**config.mk**
```make
export PLATFORM = sky130hd
export DESIGN_NAME = rv32i_regfile_wr_arbiter
export DESIGN_NICKNAME = d
export VERILOG_FILES = /design/src/rtl/rv32i_regfile_wr_arbiter.sv
export SDC_FILE = /design/constraint.sdc
export NUM_CORES = 1
export LEC_CHECK = 0
export BUFFER_PORTS_ARGS = -buffer_cell sky130_fd_sc_hd__buf_2
export CAP_MARGIN = 20
export CORE_AREA = 2 2 88 90
export CTS_BUF_LIST = sky130_fd_sc_hd__clkbuf_2 sky130_fd_sc_hd__clkbuf_4 sky130_fd_sc_hd__clkbuf_8
export CTS_CLUSTER_DIAMETER = 100
export DETAILED_ROUTE_END_ITERATION = 6
export DIE_AREA = 0 0 90 92
export HOLD_SLACK_MARGIN = 0.1
export PLACE_DENSITY = 0.86
export SYNTH_ARGS = -nofsm -noshare
export SYNTH_HDL_FRONTEND = slang
export SYNTH_SLANG_ARGS = --single-unit
```
**constraint.sdc**
```tcl
create_clock -name clk -period 3.7 [get_ports clk]
set_input_delay 0.185 -clock clk [delete_from_list [all_inputs] [get_ports clk]]
set_output_delay 0.185 -clock clk [all_outputs]
set_load 0.1 [all_outputs]
```
**src/rtl/rv32i_regfile_wr_arbiter.sv**
```systemverilog
// ---------------------------------------------------------------------------
// rv32i_regfile_wr_arbiter
//   Shares the single register-file write port between NREQ writeback
//   requesters with round-robin arbitration (valid/ready), and keeps a
//   32-entry pending-write scoreboard for RAW hazard detection at issue.
//
//   Parameters: XLEN (write data width), NREQ (requesters, 2..4)
//
//   Ports:
//     clk, rst        clock, asynchronous active-high reset
//     req_valid/ready per-requester handshake (ready is one-hot or zero)
//     req_rd/req_data packed per-requester destination and write data
//     claim_valid/rd  issue stage reserves a destination register
//     rf_we/waddr/    register-file write port, one cycle after the grant
//     rf_wdata
//     busy            scoreboard, bit r = write to xr outstanding
//
//   Optional feature, macro RF_WR_ARB_PERF_EN: adds perf_grant_cnt, one
//   saturating 16-bit grant counter per requester (x0 grants included).
// ---------------------------------------------------------------------------
module rv32i_regfile_wr_arbiter #(
    parameter int XLEN = 32,
    parameter int NREQ = 2
) (
    input  logic                 clk,
    input  logic                 rst,
    input  logic [NREQ-1:0]      req_valid,
    output logic [NREQ-1:0]      req_ready,
    input  logic [NREQ*5-1:0]    req_rd,
    input  logic [NREQ*XLEN-1:0] req_data,
    input  logic                 claim_valid,
    input  logic [4:0]           claim_rd,
    output logic                 rf_we,
    output logic [4:0]           rf_waddr,
    output logic [XLEN-1:0]      rf_wdata,
    output logic [31:0]          busy
`ifdef RF_WR_ARB_PERF_EN
    ,
    output logic [NREQ*16-1:0]   perf_grant_cnt
`endif
);

    localparam int PTR_W = (NREQ > 1) ? $clog2(NREQ) : 1;

    logic [PTR_W-1:0] ptr;
    logic [PTR_W-1:0] ptr_next;
    logic [PTR_W-1:0] gnt_idx;
    logic [PTR_W-1:0] scan_sel;
    int               scan_idx;
    logic             gnt_found;
    logic [NREQ-1:0]  gnt_onehot;
    logic [4:0]       gnt_rd;
    logic [XLEN-1:0]  gnt_data;
    logic [31:0]      busy_next;
    logic [4:0]       rd_arr   [NREQ];
    logic [XLEN-1:0]  data_arr [NREQ];

    // Unpack the flat requester buses so the winner can be indexed directly.
    always_comb begin
        for (int i = 0; i < NREQ; i++) begin
            rd_arr[i]   = req_rd[i*5 +: 5];
            data_arr[i] = req_data[i*XLEN +: XLEN];
        end
    end

    // Round-robin scan: start at ptr, wrap modulo NREQ, first valid wins.
    always_comb begin
        gnt_found = 1'b0;
        gnt_idx   = '0;
        scan_idx  = 0;
        scan_sel  = '0;
        for (int k = 0; k < NREQ; k++) begin
            scan_idx = int'(ptr) + k;
            if (scan_idx >= NREQ) begin
                scan_idx = scan_idx - NREQ;
            end
            scan_sel = PTR_W'(scan_idx);
            if (!gnt_found && req_valid[scan_sel]) begin
                gnt_found = 1'b1;
                gnt_idx   = scan_sel;
            end
        end
    end

    always_comb begin
        gnt_onehot          = '0;
        gnt_onehot[gnt_idx] = gnt_found;
        // Ready is forced low during reset so no transfer can complete then.
        req_ready = rst ? '0 : gnt_onehot;
        gnt_rd    = rd_arr[gnt_idx];
        gnt_data  = data_arr[gnt_idx];
        ptr_next  = (int'(gnt_idx) == NREQ - 1) ? '0 : gnt_idx + 1'b1;
    end

    // Scoreboard update: clear on grant first, then a claim to the same
    // register overrides it because the claim is the newer reservation.
    always_comb begin
        busy_next = busy;
        if (gnt_found) begin
            busy_next[gnt_rd] = 1'b0;
        end
        if (claim_valid && (claim_rd != 5'd0)) begin
            busy_next[claim_rd] = 1'b1;
        end
        busy_next[0] = 1'b0;
    end

    // Grant -> register-file write stage (one cycle latency)
    always_ff @(posedge clk or posedge rst) begin
        if (rst) begin
            ptr      <= '0;
            rf_we    <= 1'b0;
            rf_waddr <= '0;
            rf_wdata <= '0;
            busy     <= '0;
        end else begin
            busy  <= busy_next;
            // x0 writes complete the handshake but never reach the file.
            rf_we <= gnt_found && (gnt_rd != 5'd0);
            if (gnt_found) begin
                ptr <= ptr_next;
                if (gnt_rd != 5'd0) begin
                    rf_waddr <= gnt_rd;
                    rf_wdata <= gnt_data;
                end
            end
        end
    end

`ifdef RF_WR_ARB_PERF_EN
    function automatic logic [15:0] sat_inc16(input logic [15:0] v);
        return (v == 16'hFFFF) ? v : v + 16'd1;
    endfunction

    logic [15:0] perf_cnt [NREQ];

    always_ff @(posedge clk or posedge rst) begin
        if (rst) begin
            for (int i = 0; i < NREQ; i++) begin
                perf_cnt[i] <= '0;
            end
        end else if (gnt_found) begin
            perf_cnt[gnt_idx] <= sat_inc16(perf_cnt[gnt_idx]);
        end
    end

    always_comb begin
        for (int i = 0; i < NREQ; i++) begin
            perf_grant_cnt[i*16 +: 16] = perf_cnt[i];
        end
    end
`endif

endmodule

```
Yosys cells after proc, flatten, opt, wreduce, memory -nomap -nowiden
Index checks and enable logic that the tools add are counted.

cells by class
  magnitude comparators = 11
  mux-type cells = 26
  reduce and logical (&&, ||, !) cells = 10
  bitwise logic cells = 5
  $add $sub $neg = 4

operators with widths
  cell                 number
  $mux 32              5
  $and 32x32->32       1
  $not 32->32          1
  $or 32x32->32        1
  $mux 5               3
  $mux 1               14
  $lt 5x6->1 const B   2
  $demux 1 s5          2
  $ge 5x1->1 const B   2
  $reduce_bool 5->1    2
  $logic_and 1x1->1    6
  $lt 1x2->1 const B   3
  $ge 2x2->1 const B   2
  $add 1x1->2 const B  1
  $and 2x2->2          1
  $ge 1x2->1 const B   1
  $mux 2               1
  $not 1->2            1
  $reduce_and 2->1     1
  $sub 1x1->1 const B  2
  $add 1x1->1 const B  1
  $demux 1 s1          1
  $ge 1x1->1 const B   1
  $logic_not 1->1      1

word-level totals
  input bits = 84
  output and inout bits = 72
  logic and storage cells = 61
  bits in registers = 70

Depth between registers and ports, before layout
  depth in word-level cells = 21
  gate-level depth with buffers = 6
  mapped depth without buffers = 4

Worst setup path after synthesis
Ideal clock, no wire load.

  kind = reg2out
  start point = reg ptr
  end point = out req_ready[0]
  setup slack = 663 ps
  required time = 3515 ps
  buffers on the path = 1
  arrival = 2852 ps
  cell stages (with the launch flop) = 5
  cells stage by stage = dfrtp_1 nor2b_1 clkbuf_1 nor2_1 nor3_1

between the ends
  word-level cells in the longest chain between the ends = 14
  elaborated cells on any way between the ends = 24
  those cells by class = add/sub (3); order compare (4); mux (13); bitwise (1); reduce/logical (3)

ends and longest elaborated chain
  element                                                                RTL line  source
  start: declaration                                                     45        logic [PTR_W-1:0] ptr;
  start signal: assignment                                               121       ptr <= ptr_next;
  $ge 1x2->1 / $sub 1x1->1 (equally long branches)                       74, 75
  $mux 1                                                                 74        if (scan_idx >= NREQ) begin
  $mux 1 (not written as such) (2 in a row)                              78        if (!gnt_found && req_valid[scan_sel]) begin
  $mux 1                                                                 78
  $logic_not 1->1                                                        78
  $logic_and 1x1->1                                                      78
  $mux 1                                                                 78
  $lt 1x2->1 (not written as such) / $ge 1x1->1 (equally long branches)  87        gnt_onehot[gnt_idx] = gnt_found;
  $logic_and 1x1->1 (not written as such)                                87
  $mux 1 (not written as such)                                           87
  $demux 1 s1                                                            87
  $and 2x2->2 (no source line) (*)                                       -
  $mux 2 (*)                                                             89        req_ready = rst ? '0 : gnt_onehot;
  end: declaration                                                       28        output logic [NREQ-1:0] req_ready,

Mark *: on every way between the ends. The rest lies on a longest branch, timed or not. The select of a mux whose other input is x is not followed.

Final worst setup path
  start point = reg ptr
  end point = out req_ready[1]

Same word-level chain as after synthesis.

==> impl_metrics.csv <==
group,metric,value,unit
power_and_ir_drop,largest_voltage_drop_on_the_vdd_net,0.225,mV
power_and_ir_drop,cellPowerDensity,567,nW/um^2
timing,finalSetupViolCount,0,
timing,setup_repair_after_global_routing_missed_its_margin,"false",
timing,slew_headroom,0.276,
synthesis,synth_flop_cell,"dfrtp_1",
layout,post_route_cells_drive_above_1_share,0.474,
setup_path,timing.critical_path.from,"ptr$_DFFE_PP0N_",
layout,final_core_util,0.662,
synthesis,synthesis.yosys.warnings,0,
grt,first_global_vias,3357,
die,initial_core_util,0.514,
timing,hold_violations,0,
setup_path,crit_path_max_fanout,26,
place,place.detailed.hpwl,7.59,mm
power_and_ir_drop,leakage,2.53,nW
synthesis,post-synth-top-area-cell,"dfrtp_1",
synthesis,post_synth_xor_area_fraction,0,
synthesis,post_synth_main_area_contributors,"dfrtp_1 (46%), mux2_2 (11%), mux2_4 (10%), o211ai_1 (6.1%), nand3_1 (4.3%)",
clock_tree,ctsLongestPathBuffers,2,
clock_tree,numClockSinks,70,
timing,finalClockSkew,0.0156,ns
die,die-width,90,um
routing,drt_wl_total,10.3,mm
grt,grt_remaining_overflow,0,
synthesis,synthArstFlopShare,1.00,
place,place.gp.congestion,0.927,
synthesis,muxShareOfSynthArea,0.222,
timing,final_max_slew_viol_count,0,
clock_tree,h_tree_levels,3,
routing,wire_per_inst,16.7,um
grt,grt_use_total,0.250,
setup_path,regToRegStartpoint,"ptr$_DFFE_PP0N_",
routing,route.antenna.remaining_nets,0,
routing,vias,3417,
synthesis,synth_largest_type_area_fraction,0.457,
timing,setup_total_negative_slack,0,ns
routing,detail_route.drc_violations,0,
synthesis,synth_enable_flop_cells,0,
worst_hold_path,hold_path.class,"primary input to flip-flop",
timing,max_clock_freq,371,MHz
outcome,result_of_the_run,"completed",
synthesis,post_synth_adder_cell_area,0,
die,io_pins,156,
die,floorplan.die.height,92,um
setup_path,critPathLaunchType,"flip-flop",
clock_tree,cts-root-buf,"clkbuf_8",
layout,design.final.nets,596,
synthesis,syn_area,3830,um^2
layout,fillerInstances,604,
setup_path,worst_endpoint_required_time,3.51,ns
grt,grt_pass1_wl,16.6,mm
routing,detailedRoute.firstPassIterationCount,4,
flow_run,max-cap-violations,0,
place,io_buffers,154,
synthesis,syn_inst_count,360,
synthesis,area_share_of_and_or_nand_nor_cells_after_synthesis,0.145,
routing,route.detailed.vias_per_inst,5.52,
grt,grt_max_degree,48,
timing,tightestPinTransition,1.08,ns
synthesis,avgSynthCellArea,10.6,um^2
clock_tree,clock_network_latency_to_the_later_pin_of_the_worst_skew_pair,0.35,ns
synthesis,ys_ff_latch,70,
routing,first_iter_violations,200,
grt,antenna_found_initial,0,
synthesis,synth.net_count,444,
synthesis,synth_top_family_by_area,"multiplexers",
timing,crit_path_time_final,2.69,ns
setup_path,timing.critical_path.to_type,"output port",
die,core.rowCount,32,
layout,diodes,0,
die,dieArea,8280,um^2
setup_path,cp.arrival,2.51,ns
synthesis,proportion_of_synthesized_chip_area_in_sequential_cells,0.457,
clock_tree,tritoncts,"built",
synthesis,distinct_cell_type_count_after_synthesis,42,
worst_hold_path,min-delay-start,"req_valid[0]",
clock_tree,post_cts_buffers,0,
setup_path,critPathKind,"flip-flop to output port",
clock_tree,cts_buffers,9,
layout,layout-area-overhead-vs-synth,28.7,%
die,fp.coreArea,7450,um^2
clock_tree,clkSlewWorstSetupHoldPaths,0.08,ns
synthesis,synth_compound_area_frac,0.110,
timing,final_worst_path_period_share,0.728,
kinds of logic (layout without fill, tap and decap cells):
group	count (synthesis)	count (layout)
AOI/OAI and AO/OA	55	55
and+or+nand+nor	109	109
DFF	70	70
muxes	67	67
other	1	1
buffers and inverters	58	215
report_power, final:
part	leakage (nW)	switching, mW	internal [mW]
Combinational	1.68	0.872	0.257
Sequential	0.731	0.0509	0.851
Clock	0.125	0.299	0.466
Total	2.53	1.22	1.57
final timing paths:
kind                                       endpoint  depth (start not counted)  slack [ns]
hold / removal                      ptr$_DFFE_PP0N_                          3        0.13
hold reg to reg             rf_wdata[2]$_DFFE_PP0P_                          1        0.51
setup / recovery                       req_ready[1]                          5        1.01
max in group asynchronous        busy[27]$_DFF_PP0_                          5        2.55
setup reg to reg           rf_wdata[30]$_DFFE_PP0P_                          5        1.21
min in group asynchronous   rf_waddr[2]$_DFFE_PP0P_                          3        0.34
state kept, by name, indices dropped and copies added (netlist names):
name	cells
ptr	1
busy	31
rf_waddr	5
rf_we	1
rf_wdata	32
layer usage:
layer | global-route usage | share of wire | vias to the layer above
li1 | - | - | 1591
met4 | 0.0897 | 0.017 | 0
met2 | 0.417 | 0.49 | 190
met5 | 0 | 0 | -
met1 | 0.317 | 0.41 | 1620
met3 | 0.0633 | 0.083 | 16
synthesized netlist by cell type, types with 2 or more instances:
| library cell | number |
|---|---|
| o22ai_1 | 2 |
| nand4_1 | 7 |
| nor2b_1 | 3 |
| buf_1 | 4 |
| o211ai_1 | 31 |
| nand2_1 | 32 |
| nor3_1 | 5 |
| clkbuf_1 | 6 |
| nor3b_1 | 4 |
| nand3_1 | 33 |
| a21oi_1 | 4 |
| o2111ai_1 | 4 |
| mux2_4 | 26 |
| mux2i_1 | 2 |
| buf_6 | 3 |
| a2111o_1 | 3 |
| and3_1 | 2 |
| dfrtp_1 | 70 |
| nand4b_1 | 3 |
| a32oi_1 | 2 |
| or4_1 | 2 |
| nor2_1 | 11 |
| inv_1 | 39 |
| o21ai_0 | 3 |
| mux2_2 | 39 |
| buf_2 | 4 |
cell usage in the layout, fill, tap and decap left out, types with 3 or more instances in the layout:
| cell type | count |
|---|---|
| buf_4 | 3 |
| o211ai_1 | 31 |
| mux2_2 | 39 |
| o2111ai_1 | 4 |
| clkbuf_8 | 9 |
| nor2_1 | 11 |
| inv_1 | 38 |
| a21oi_1 | 4 |
| nor2b_1 | 3 |
| nand3_1 | 33 |
| nor3_1 | 5 |
| bufinv_16 | 3 |
| a2111o_1 | 3 |
| o21ai_0 | 3 |
| nand4b_1 | 3 |
| dfrtp_1 | 70 |
| mux2_4 | 26 |
| nand2_1 | 32 |
| nor3b_1 | 4 |
| nand4_1 | 7 |
| buf_2 | 154 |
final cells by class:
cell class	instances	area [um^2]	area share
multi-input cells	232	1830	0.371
well taps	102	128	0.0259
clock buffers	11	139	0.0282
flip-flops and latches	70	1750	0.355
repair buffers	159	823	0.167
clock inverters	5	108	0.0218
inverters	40	150	0.0305
worst max-delay path, stage by stage (launching register included):
cell and delay (ns):
dfrtp_1 0.40, nand2b_1 0.51, nand2_2 0.32, buf_4 0.34
nor2_1 0.12, buf_2 0.44
stage by stage:
step	setup WS (ns)	instance area, um^2	cells	power (mW)	hold slack, ns
2_1_floorplan	0.663	3830	360	1.84	0.344
3_3_place_gp	1.35	4650	601	2.02	0.474
3_5_place_dp	1.23	4650	601	2.04	0.492
4_1_cts	1.02	4900	617	2.80	0.127
5_1_grt	0.889	4930	619	2.88	0.147
6_report	1.01	4930	619	2.80	0.133
timing repair:
item,in CTS,in global routing
gates resized for setup,0,0
endpoints found under the hold margin,0,46
hold buffers,0,1
No activity file was read; power rests on OpenSTA's default activity.
